--- src/rtl/snake_pkg.sv ---
// Shared definitions for the snake movement controller: heading codes,
// one-hot bit positions and the controller state enum.
package snake_pkg;

    localparam logic [1:0] DIR_RIGHT = 2'b00;
    localparam logic [1:0] DIR_LEFT  = 2'b01;
    localparam logic [1:0] DIR_UP    = 2'b10;
    localparam logic [1:0] DIR_DOWN  = 2'b11;

    // dir_onehot is packed {up, down, left, right}
    localparam int OH_RIGHT = 0;
    localparam int OH_LEFT  = 1;
    localparam int OH_DOWN  = 2;
    localparam int OH_UP    = 3;

    typedef enum logic [1:0] {
        IDLE  = 2'd0,
        RUN   = 2'd1,
        PAUSE = 2'd2
    } state_t;

    function automatic logic [1:0] opposite(input logic [1:0] d);
        return d ^ 2'b01;
    endfunction

    function automatic logic [3:0] dir_to_onehot(input logic [1:0] d);
        logic [3:0] oh;
        oh = '0;
        case (d)
            DIR_RIGHT: oh[OH_RIGHT] = 1'b1;
            DIR_LEFT:  oh[OH_LEFT]  = 1'b1;
            DIR_UP:    oh[OH_UP]    = 1'b1;
            default:   oh[OH_DOWN]  = 1'b1;
        endcase
        return oh;
    endfunction

endpackage

--- src/rtl/snake_step_timer.sv ---
// Step period counter: counts enabled cycles and flags the terminal count,
// wrapping to zero on the same edge.
module snake_step_timer #(
    parameter int STEP_DIV = 25000000
) (
    input  logic i_clk,
    input  logic i_rst_n,
    input  logic i_en,
    input  logic i_clr,
    output logic o_tc
);

    localparam int CW = $clog2(STEP_DIV);

    logic [CW-1:0] r_cnt;

    assign o_tc = i_en && (r_cnt == CW'(STEP_DIV - 1));

    always_ff @(posedge i_clk or negedge i_rst_n) begin
        if (!i_rst_n) begin
            r_cnt <= '0;
        end else if (i_clr) begin
            r_cnt <= '0;
        end else if (i_en) begin
            r_cnt <= o_tc ? '0 : r_cnt + CW'(1);
        end
    end

endmodule

--- src/rtl/snake_move_ctrl.sv ---
// Snake head movement controller: button arbitration with reversal rejection,
// a single-entry turn queue, periodic stepping and wrap-around head position.
module snake_move_ctrl
    import snake_pkg::*;
#(
    parameter int GRID_W   = 16,
    parameter int GRID_H   = 16,
    parameter int STEP_DIV = 25000000
) (
    input  logic                       clk,
    input  logic                       reset,
    input  logic                       set,
    input  logic [2:0]                 user_input,
    input  logic                       btn_right,
    input  logic                       btn_left,
    input  logic                       btn_up,
    input  logic                       btn_down,
    input  logic                       pause,
    output logic [3:0]                 dir_onehot,
    output logic [$clog2(GRID_W)-1:0]  head_x,
    output logic [$clog2(GRID_H)-1:0]  head_y,
    output logic                       step,
    output logic                       turn_ack,
    output logic                       running
);

    localparam int XW = $clog2(GRID_W);
    localparam int YW = $clog2(GRID_H);

    state_t          r_state;
    logic [1:0]      r_dir;
    logic            r_pend_v;
    logic [1:0]      r_pend_dir;
    logic [XW-1:0]   r_head_x;
    logic [YW-1:0]   r_head_y;
    logic            r_step;
    logic            r_turn_ack;
    logic [3:0]      r_btn_prev;

    logic [3:0]      w_btn;
    logic [3:0]      w_edge;
    logic            w_req_v;
    logic [1:0]      w_req;
    logic            w_accept;
    logic            w_tc_en;
    logic            w_tc;
    logic [1:0]      w_next_dir;

    function automatic logic [XW-1:0] next_x(input logic [XW-1:0] x, input logic [1:0] d);
        logic [XW-1:0] nx;
        nx = x;
        if (d == DIR_RIGHT)
            nx = (x == XW'(GRID_W - 1)) ? '0 : x + XW'(1);
        else if (d == DIR_LEFT)
            nx = (x == '0) ? XW'(GRID_W - 1) : x - XW'(1);
        return nx;
    endfunction

    // Row 0 is the top, so "up" decrements
    function automatic logic [YW-1:0] next_y(input logic [YW-1:0] y, input logic [1:0] d);
        logic [YW-1:0] ny;
        ny = y;
        if (d == DIR_DOWN)
            ny = (y == YW'(GRID_H - 1)) ? '0 : y + YW'(1);
        else if (d == DIR_UP)
            ny = (y == '0) ? YW'(GRID_H - 1) : y - YW'(1);
        return ny;
    endfunction

    function automatic logic [1:0] preset_dir(input logic [2:0] u);
        return u[2] ? DIR_RIGHT : u[1:0];
    endfunction

    assign w_btn  = {btn_down, btn_up, btn_left, btn_right};
    assign w_edge = w_btn & ~r_btn_prev;

    always_comb begin
        w_req_v = |w_edge;
        w_req   = DIR_DOWN;
        if (w_edge[0])
            w_req = DIR_RIGHT;
        else if (w_edge[1])
            w_req = DIR_LEFT;
        else if (w_edge[2])
            w_req = DIR_UP;
    end

    // Checked against pre-step dir and pending, so a turn arriving on a step
    // edge is only taken when the queue was already empty
    assign w_accept = (r_state != IDLE) && !set && w_req_v && !r_pend_v
                      && (w_req != r_dir) && (w_req != opposite(r_dir));

    assign w_tc_en    = (r_state == RUN) && !set;
    assign w_next_dir = r_pend_v ? r_pend_dir : r_dir;

    snake_step_timer #(
        .STEP_DIV (STEP_DIV)
    ) u_timer (
        .i_clk   (clk),
        .i_rst_n (reset),
        .i_en    (w_tc_en),
        .i_clr   (set),
        .o_tc    (w_tc)
    );

    always_ff @(posedge clk or negedge reset) begin
        if (!reset) begin
            r_state    <= IDLE;
            r_dir      <= DIR_RIGHT;
            r_pend_v   <= 1'b0;
            r_pend_dir <= DIR_RIGHT;
            r_head_x   <= XW'(GRID_W / 2);
            r_head_y   <= YW'(GRID_H / 2);
            r_step     <= 1'b0;
            r_turn_ack <= 1'b0;
            r_btn_prev <= '0;
        end else begin
            r_btn_prev <= w_btn;
            r_step     <= 1'b0;
            r_turn_ack <= 1'b0;
            if (set) begin
                r_state  <= RUN;
                r_dir    <= preset_dir(user_input);
                r_pend_v <= 1'b0;
                r_head_x <= XW'(GRID_W / 2);
                r_head_y <= YW'(GRID_H / 2);
            end else begin
                case (r_state)
                    IDLE: begin
                        if (w_req_v) begin
                            r_dir   <= w_req;
                            r_state <= RUN;
                        end
                    end
                    RUN:     if (pause) r_state <= PAUSE;
                    PAUSE:   if (!pause) r_state <= RUN;
                    default: r_state <= IDLE;
                endcase
                if (w_tc) begin
                    r_dir    <= w_next_dir;
                    r_head_x <= next_x(r_head_x, w_next_dir);
                    r_head_y <= next_y(r_head_y, w_next_dir);
                    r_step   <= 1'b1;
                    r_pend_v <= w_accept;
                end else if (w_accept) begin
                    r_pend_v <= 1'b1;
                end
                if (w_accept) begin
                    r_pend_dir <= w_req;
                    r_turn_ack <= 1'b1;
                end
            end
        end
    end

    assign dir_onehot = dir_to_onehot(r_dir);
    assign head_x     = r_head_x;
    assign head_y     = r_head_y;
    assign step       = r_step;
    assign turn_ack   = r_turn_ack;
    assign running    = (r_state == RUN);

endmodule

--- config.mk ---
export PLATFORM = sky130hd
export DESIGN_NAME = snake_move_ctrl
export DESIGN_NICKNAME = d
export VERILOG_FILES = /design/src/rtl/snake_pkg.sv /design/src/rtl/snake_step_timer.sv /design/src/rtl/snake_move_ctrl.sv
export SDC_FILE = /design/constraint.sdc
export NUM_CORES = 1
export LEC_CHECK = 0
export BUFFER_PORTS_ARGS = -buffer_cell sky130_fd_sc_hd__buf_2
export CORE_MARGIN = 1.5
export CORE_UTILIZATION = 45
export DETAILED_ROUTE_END_ITERATION = 8
export GPL_ROUTABILITY_DRIVEN = 0
export HOLD_SLACK_MARGIN = 0.12
export SYNTH_ARGS = -nofsm -noshare
export SYNTH_HDL_FRONTEND = slang
export SYNTH_SLANG_ARGS = --single-unit
export TNS_END_PERCENT = 10
--- constraint.sdc ---
create_clock -name clk -period 2.35 [get_ports clk]
set_input_delay 0 -clock clk [delete_from_list [all_inputs] [get_ports clk]]
set_output_delay 0 -clock clk [all_outputs]
set_load 0.005 [all_outputs]
==> flow_summary.json, run 1 <==
{
  "p_int_mw": 1.25,
  "seqPwrFrac_pct": 50.7,
  "tightest_slew_ns": 1.04,
  "cp_max_fo": 6,
  "viasPerCell": 5.66,
  "vdd_drop_max_mv": 0.240,
  "ys_seq_area_share_pct": 42.8,
  "synth_cell_types": 53,
  "relSlewSlack_pct": 30.5,
  "clk_latency_ns": 0.30,
  "cts_tree": "built",
  "layout-drive-gt1-share_pct": 18.3,
  "hold_start": "set",
  "grt_pass1_wl_mm": 10.3,
  "run_status": "complete, no violations",
  "whs_ns": 0.164,
  "power.switching_mw": 0.463,
  "p_total_mw": 1.71,
  "die-area_um2": 6470,
  "comb_power_share_pct": 14.9,
  "tns_ns": 0,
  "ys_ff_latch": 46,
  "cap_viol_max_count": 0,
  "synth_adder_area_share_pct": 2.32,
  "finClkSkew_ns": 0.00344,
  "synth_top_family_by_area": "simple AND/OR/NAND/NOR gates",
  "drc": 0,
  "track_usage_pct": 20.8,
  "switching_share_pct": 27.0,
  "crit_arrival_ns": 2.28,
  "path_cells": "ha_1 > nand3_1 > nor4_4 > nand3_1 > or3_1 > a21oi_1",
  "yosys.area_share.simple_pct": 26.1,
  "num_io_pins": 26,
  "crit_required_ns": 2.58,
  "drv_slew": 0,
  "cp-startpoint": "u_timer.r_cnt[0]$_DFFE_PN0P_",
  "wl_per_cell_um": 15.3,
  "ys.flop_type": "dfrtp_1",
  "syn_to_final_growth_pct": 16.4,
  "path_clk_slew_ns": 0.09,
  "powerDensity_nw_per_um2": 546,
  "yosys.area_share.xor_xnor_pct": 5.84,
  "finalCritPeriodShare_pct": 87.0,
  "clkPwrFrac_pct": 34.4,
  "power.leakage_nw": 1.38,
  "cp-end-kind": "register",
  "cp_common_cell": "nand3_1",
  "finalSetupViolations": 0,
  "slowest_delay_ns": 0.44,
  "crit_type": "reg2reg",
  "antenna_cells": 0,
  "clock_sinks": 46,
  "firstDrtPassIters": 4,
  "r2r_start": "u_timer.r_cnt[0]$_DFFE_PN0P_",
  "finalCriticalPeriod_ns": 2.04,
  "synthMuxAreaShare_pct": 3.11,
  "core_area_um2": 5850,
  "hold_viol_final": 0,
  "drt_iter0_markers": 119,
  "rsz0062_at_grt": "false",
  "initial_utilization_pct": 46.1,
  "fp.dieW_um": 80.4,
  "hold_class": "in2reg",
  "fmax_mhz": 489,
  "ant_nets": 0,
  "hpwl_mm": 4.19,
  "synthesis.instances": 282,
  "antenna_found_initial": 0,
  "cts.htree.levels": 2,
  "grt_max_degree": 47,
  "synth_compound_area_share_pct": 16.7,
  "totalWireLength_mm": 6.09,
  "overflow": 0,
  "io_buffer_count": 25,
  "numCtsBuffers": 5,
  "synth.net_count": 298,
  "critPathSlowestCell": "dfrtp_1",
  "ys_warn_count": 0,
  "startpoint_type": "register",
  "nets": 338,
  "root_buffer": "clkbuf_8",
  "nFillCells": 558,
  "async_flop_share_pct": 100,
  "grt_pass1_vias": 2162,
  "vias": 2252,
  "syn_area_um2": 2700,
  "fp.dieH_um": 80.4,
  "postSynthAreaPerCell_um2": 9.57,
  "synth_edf_count": 0,
  "clock_path_buffers": 2,
  "num_rows": 28
}
-- layer usage --
layer  GRT usage, %  wire [µm]  vias up
met5              0          0        -
met4           4.83         55        0
met3           3.75        247        7
met2           35.6       2900       41
met1           27.2       2880     1075
li1               -          -     1129
-- state kept, by name (all words and copies together) (netlist names) --
| name | count |
|---|---|
| step | 1 |
| r_pend_v | 1 |
| head_x | 4 |
| r_dir | 2 |
| turn_ack | 1 |
| u_timer.r_cnt | 25 |
| r_state | 2 |
| head_y | 4 |
| r_pend_dir | 2 |
| r_btn_prev | 4 |
-- final timing paths --
kind                                                 end  depth (start not counted)  slack (ns)
hold / removal                     head_x[1]$_DFFE_PN0P_                          3        0.16
setup reg to reg                   head_x[2]$_DFFE_PN0P_                          6        0.31
hold reg to reg            u_timer.r_cnt[21]$_DFFE_PN0P_                          1        0.53
setup / recovery                   head_x[2]$_DFFE_PN0P_                          6        0.31
max in group asynchronous          head_y[2]$_DFFE_PN0P_                          2        1.29
min in group asynchronous        r_btn_prev[1]$_DFF_PN0_                          2        0.41
-- stage by stage --
stage	std cells	area [µm²]	util [%]	worst slack [ns]
CTS	398	3130	53.5	0.159
floorplan	282	2700	-	0.525
global placement	380	2920	50.0	0.219
global route	398	3140	53.7	0.0400
detailed placement	380	2920	50.0	0.175
finish	398	3140	53.7	0.306
-- Yosys cell counts (7+ instances only) --
cell type,number,area share [%]
dfrtp_1,44,41
nor2_1,29,4.0
a21oi_1,17,3.2
nand3_1,15,2.8
nand2_1,14,1.9
o21ai_0,13,2.4
inv_1,12,1.7
xor2_1,11,3.6
nand4_1,8,1.9
a31oi_1,7,1.6
and3_1,7,1.6
o211ai_1,7,1.9
xnor2_1,7,2.3
-- layout make-up --
type                            instances  area, µm²  share of cell area, %
Multi-Input combinational cell        215       1460                   46.6
Sequential cell                        46       1150                   36.7
Timing Repair Buffer                   41        270                   8.61
Tap cell                               75       93.8                   2.99
Clock buffer                            5       68.8                   2.19
Inverter                               13       48.8                   1.55
Clock inverter                          3       40.0                   1.28
-- worst max-delay path, delay by kind of cell, from the launching register on --
family	cells	cell delay [ns]
AO/OA/AOI/OAI	1	0.14
adder cells (fa/ha/maj)	1	0.24
flip-flops	1	0.44
AND/OR/NAND/NOR	4	1.15
-- power by group through the flow --
stage	clock network (mW)	registers [mW]	logic, mW
floorplan	0	0.865	0.172
global placement	0	0.882	0.243
detailed placement	0	0.884	0.242
CTS	0.615	0.868	0.256
global route	0.644	0.874	0.287
finish	0.589	0.869	0.255
-- cell families (layout without fill, tap and decap cells) --
family | count (synthesis) | count (layout)
multiplexers | 8 | 8
AO/OA/AOI/OAI | 66 | 66
buffers and inverters | 21 | 62
flip-flops | 46 | 46
adder cells (fa/ha/maj) | 5 | 5
AND/OR/NAND/NOR | 118 | 118
XOR/XNOR | 18 | 18
-- placed cells by master, fill, tap and decap left out, types with 6 or more instances in the layout --
cell type,netlist,routed
a21oi_1,17,17
a31oi_1,7,7
and3_1,7,7
buf_2,4,25
buf_4,1,6
dfrtp_1,44,44
dlygate4sd3_1,0,10
inv_1,12,12
nand2_1,14,14
nand3_1,15,15
nand4_1,8,8
nor2_1,29,29
nor2b_1,6,6
o211ai_1,7,7
o21ai_0,13,13
xnor2_1,7,7
xor2_1,11,11
-- timing repair --
item | in CTS | in global routing
hold buffers | 10 | 0
gates resized for setup | 0 | 1
setup endpoints to repair | 0 | 3
setup buffers | 0 | 0
hold endpoints to repair | 52 | 0
Power figures use the tool's default switching activity.
==> run 2, diff against run 1 <==
- CORE_UTILIZATION: 45 -> 35
==> run 2 against run 1 <==
Register-to-register slack got worse by 0.09 ns. Critical endpoint unchanged. First-iteration DRC count increased by 16%. Core utilization decreased by 11 points.
==> flow_summary.json, run 2 (same netlist as run 1, synthesis figures left out) <==
{
  "multi_input_area_um2": 1460,
  "core_area_um2": 7370,
  "post-place-cells": 403,
  "crit_required_ns": 2.58,
  "powerDensity_nw_per_um2": 515,
  "grt_max_degree": 25,
  "io_buffer_count": 25,
  "syn_to_final_growth_pct": 16.6,
  "vdd_drop_max_mv": 0.211,
  "layout_commonest_cell": "dfrtp_1",
  "finClkSkew_ns": 0.00814,
  "cp-startpoint": "u_timer.r_cnt[9]$_DFFE_PN0P_",
  "tightest_slew_ns": 0.634,
  "antenna_cells": 0,
  "numCtsBuffers": 5,
  "clk_latency_ns": 0.30,
  "dp_slack_ns": 0.135,
  "run_status": "complete, no violations",
  "wl_per_cell_um": 14.2,
  "track_usage_pct": 15.6,
  "ant_nets": 0,
  "final_cell_mix": "dfrtp_1, nor2_1, buf_2, a21oi_1, nand3_1",
  "drt_iter0_markers": 138,
  "layout_setup_ws_ns": 0.216,
  "largest_register_ffs": 25,
  "relSlewSlack_pct": 57.6,
  "num_rows": 31,
  "cts.htree.levels": 2,
  "largest_register": "u_timer.r_cnt",
  "totalWireLength_mm": 5.99,
  "stdcell_count": 421,
  "root_buffer": "clkbuf_8",
  "num_io_pins": 26,
  "rsz0062_at_grt": "false",
  "cp-end-kind": "register",
  "cts_setup_buffers": 0,
  "place_area_um2": 2950,
  "clock_sinks": 46,
  "hold_class": "in2async",
  "crit_arrival_ns": 2.36,
  "utilization_pct": 42.7,
  "cts_tree": "built",
  "cap_viol_max_count": 0,
  "cp_max_fo": 5,
  "grt_pass1_vias": 2198,
  "path_clk_slew_ns": 0.08,
  "die-area_um2": 8240,
  "fp.dieH_um": 90.8,
  "clock_path_buffers": 2,
  "nets": 337,
  "drc": 0,
  "finalCritPeriodShare_pct": 90.8,
  "fin_area_um2": 3140,
  "hold_viol_final": 0,
  "nFillCells": 752,
  "vias": 2199,
  "overflow": 0,
  "seq_area_um2": 1150,
  "power.leakage_nw": 1.37,
  "initial_utilization_pct": 36.6,
  "hpwl_mm": 4.20,
  "antenna_found_initial": 0,
  "fp.dieW_um": 90.8,
  "crit_type": "reg2reg",
  "r2r_start": "u_timer.r_cnt[9]$_DFFE_PN0P_",
  "startpoint_type": "register",
  "drv_slew": 0,
  "tns_ns": 0,
  "viasPerCell": 5.22,
  "finalCriticalPeriod_ns": 2.13,
  "fmax_mhz": 469,
  "firstDrtPassIters": 4,
  "finalSetupViolations": 0,
  "grt_pass1_wl_mm": 10.5,
  "layout-drive-gt1-share_pct": 17.7
}
-- run 2: cell types whose count changed in the layout (fill, tap and decap cells not counted) --
cell	delta
buf_4	-1
clkbuf_1	+1
clkbuf_8	+1
bufinv_16	-1
clkinv_2	-1
-- run 2: stage by stage --
stage          hold slack (ns)  power (mW)
2_1_floorplan           -0.296        1.04
3_3_place_gp           0.00909        1.12
3_5_place_dp            0.0158        1.13
4_1_cts                  0.226        1.64
5_1_grt                  0.248        1.71
6_report                 0.211        1.62
-- run 2: cell type report --
class / count / share of cell area (%)
clock buffers: 7 / 2.75
well taps: 99 / 3.94
clock inverters: 1 / 0.159
inverters: 13 / 1.55
multi-input cells: 215 / 46.6
repair buffers: 40 / 8.36
flip-flops and latches: 46 / 36.7
-- run 2: worst paths after layout --
kind                                                       to  slack, ns  depth (start not counted)
worst max-delay path                    head_x[2]$_DFFE_PN0P_       0.22                          5
worst max register to register          head_x[2]$_DFFE_PN0P_       0.22                          5
max in group asynchronous       u_timer.r_cnt[24]$_DFFE_PN0P_       1.41                          3
worst min-delay path                       turn_ack$_DFF_PN0_       0.21                          2
worst min register to register  u_timer.r_cnt[23]$_DFFE_PN0P_       0.54                          1
min in group clk                      r_btn_prev[0]$_DFF_PN0_       0.36                          2
-- run 2: worst max-delay path: stages, from the launching register on --
cell     delay (ns)
dfrtp_1        0.44
nor4_1         0.51
and4_1         0.39
nand3_1        0.22
or3_1          0.36
a21oi_1        0.14
-- run 2: routing by layer --
layer	vias to the layer above	global-route usage, %	wire length (µm)
met5	-	0	0
met4	0	4.17	46
met3	5	2.61	190
met2	29	24.7	2650
met1	1048	22.0	3100
li1	1117	-	-
-- run 2: report_power, final --
| part | switching [mW] | leakage [nW] | internal (mW) |
|---|---|---|---|
| clock network | 0.259 | 0.0482 | 0.238 |
| logic | 0.142 | 0.713 | 0.112 |
| registers | 0.0457 | 0.608 | 0.824 |
| total | 0.447 | 1.37 | 1.17 |
-- run 2: timing repair --
action	CTS	global route
hold buffers	10	0
hold endpoints to repair	37	0
gates resized for setup	0	1
setup endpoints to repair	0	5
==> run 3, diff against run 2 <==
- ABC_AREA: default -> 1
- CORE_ASPECT_RATIO: default -> 0.75
==> run 3 against run 2 <==
Wire length up 16%. Core utilization is 0.39 points lower. Critical endpoint is now r_state[0]$_DFFE_PN0P_. Largest cell class unchanged. Register-to-register slack better by 0.07 ns. Sequential share of layout area decreased by 2.4 points. Via count rose by 23%. Non-clock buffer count is 1 higher. Critical path type unchanged.
==> flow_summary.json, run 3 <==
{
  "root_buffer": "clkbuf_8",
  "clkPwrFrac_pct": 23.8,
  "antenna_cells": 0,
  "ys_seq_area_share_pct": 39.9,
  "p_int_mw": 1.32,
  "power.leakage_nw": 1.64,
  "seqPwrFrac_pct": 46.3,
  "switching_share_pct": 36.0,
  "hpwl_mm": 5.18,
  "clock_path_buffers": 2,
  "core_area_um2": 7950,
  "use_met2_pct": 24.2,
  "ys.flop_type": "dfrtp_1",
  "synth_common_cells": "nand2_1, inv_1, nor2_1",
  "layout-drive-gt1-share_pct": 13.2,
  "num_rows": 28,
  "ys_ff_latch": 46,
  "synth_top_area_cell": "dfrtp_1",
  "overflow": 0,
  "synth_cell_types": 27,
  "viasPerCell": 4.82,
  "tns_ns": 0,
  "track_usage_pct": 17.3,
  "grt_pass1_vias": 2458,
  "synth_edf_count": 0,
  "drc": 0,
  "totalWireLength_mm": 6.93,
  "layout_setup_ws_ns": 0.281,
  "synth.most_common_cell": "nand2_1",
  "postSynthAreaPerCell_um2": 7.07,
  "ys_warn_count": 0,
  "hold_class": "in2reg",
  "grtUsageMet1_pct": 27.5,
  "ant_nets": 0,
  "hold_viol_final": 0,
  "async_flop_share_pct": 100,
  "drt_iter0_markers": 227,
  "vias": 2695,
  "largest_register": "u_timer.r_cnt",
  "synthTopCellsByArea": "dfrtp_1, nand2_1, inv_1, nand3_1, nor2_1",
  "power.switching_mw": 0.742,
  "nFillCells": 821,
  "firstDrtPassIters": 7,
  "startpoint_type": "register",
  "yosys.area.top_type_share_pct": 38.1,
  "finClkSkew_ns": 0.0140,
  "cp-end-kind": "register",
  "clk_latency_ns": 0.30,
  "layout_commonest_cell": "nand2_1",
  "place_area_um2": 3160,
  "grt_max_degree": 46,
  "use_met3_pct": 2.62,
  "antenna_found_initial": 0,
  "crit_type": "reg2reg",
  "dp_slack_ns": 0.485,
  "synth.net_count": 425,
  "num_io_pins": 26,
  "path_clk_slew_ns": 0.09,
  "finalCriticalPeriod_ns": 2.07,
  "finalCritPeriodShare_pct": 88.0,
  "synthesis.instances": 409,
  "final_cell_mix": "nand2_1, inv_1, nor2_1, nand3_1, dfrtp_1",
  "seq_area_um2": 1150,
  "comb_power_share_pct": 29.9,
  "vdd_drop_max_mv": 0.286,
  "relSlewSlack_pct": 32.6,
  "initial_utilization_pct": 36.4,
  "crit_arrival_ns": 2.30,
  "fp.dieH_um": 81.7,
  "tightest_slew_ns": 1.01,
  "busiest_layer": "met1",
  "multi_input_area_um2": 1470,
  "finalSetupViolations": 0,
  "io_buffer_count": 25,
  "wl_per_cell_um": 12.4,
  "fin_area_um2": 3360,
  "powerDensity_nw_per_um2": 613,
  "drv_slew": 0,
  "nets": 469,
  "cts_setup_buffers": 0,
  "cap_viol_max_count": 0,
  "rsz0062_at_grt": "false",
  "cts.htree.levels": 2,
  "die-area_um2": 8820,
  "syn_area_um2": 2890,
  "cts_tree": "built",
  "largest_register_ffs": 25,
  "clock_sinks": 46,
  "grt_pass1_wl_mm": 11.9,
  "syn_to_final_growth_pct": 16.3,
  "numCtsBuffers": 5,
  "run_status": "complete, no violations",
  "fp.dieW_um": 108,
  "cp_max_fo": 3,
  "fmax_mhz": 483,
  "crit_required_ns": 2.58
}
run 3: what timing repair did:
item	CTS	global route
resized for setup	0	0
hold buffers	12	0
hold endpoints to repair	53	0
run 3: final cells by class:
cell class | count | share of cell area (%)
Timing Repair Buffer | 41 | 8.19
Clock buffer | 6 | 2.16
Clock inverter | 2 | 0.409
Multi-Input combinational cell | 294 | 43.8
Inverter | 65 | 7.26
Tap cell | 105 | 3.91
Sequential cell | 46 | 34.3
run 3: worst max-delay path: stages (launching register included):
cell	delay, ns
dfrtp_1	0.38
o21ai_0	0.39
inv_1	0.13
nand2_1	0.13
nor2_1	0.05
a21oi_1	0.12
nand2_1	0.08
o21ai_0	0.14
dlygate4sd3_1	0.58
run 3: logic make-up (layout without fill, tap and decap cells):
family	count (synthesis)	in the layout	synth area share (%)
AO/OA/AOI/OAI	43	43	8.05
XOR/XNOR	17	17	5.15
adder cells (fa/ha/maj)	5	5	2.16
buffers and inverters	69	114	9.22
flip-flops	46	46	39.9
AND/OR/NAND/NOR	229	229	35.5
run 3: worst paths after layout:
kind                                           endpoint  depth (start not counted)                      start  slack, ns
setup / recovery                 r_state[0]$_DFFE_PN0P_                          8    r_btn_prev[0]$_DFF_PN0_       0.28
setup reg to reg                 r_state[0]$_DFFE_PN0P_                          8    r_btn_prev[0]$_DFF_PN0_       0.28
hold / removal                  r_btn_prev[3]$_DFF_PN0_                          2                   btn_down       0.36
hold reg to reg               r_pend_dir[1]$_DFFE_PN0P_                          2  r_pend_dir[1]$_DFFE_PN0P_       0.50
max in group asynchronous         head_y[3]$_DFFE_PN1P_                          3                      reset       1.24
min in group asynchronous  u_timer.r_cnt[1]$_DFFE_PN0P_                          2                      reset       0.41
run 3: routing by layer:
layer | wire (µm) | up-vias
met5 | 0 | -
met4 | 14 | 0
met3 | 306 | 3
met2 | 2770 | 62
met1 | 3840 | 1249
li1 | - | 1381
run 3: metrics by stage:
stage          hold WS (ns)  utilization (%)  power, mW  std cells
3_5_place_dp          0.130             39.7       1.56        539
3_3_place_gp          0.125             39.7       1.55        539
5_1_grt               0.347             42.3       2.23        559
6_report              0.356             42.3       2.06        559
4_1_cts               0.344             42.3       2.08        559
2_1_floorplan        -0.296                -       1.37        409
run 3: power groups by stage:
stage	logic (mW)	registers, mW	clock network (mW)
final	0.615	0.955	0.491
after global routing	0.720	0.970	0.535
after CTS	0.616	0.954	0.506
after detailed placement	0.587	0.970	0
after global placement	0.587	0.966	0
after floorplan	0.412	0.956	0
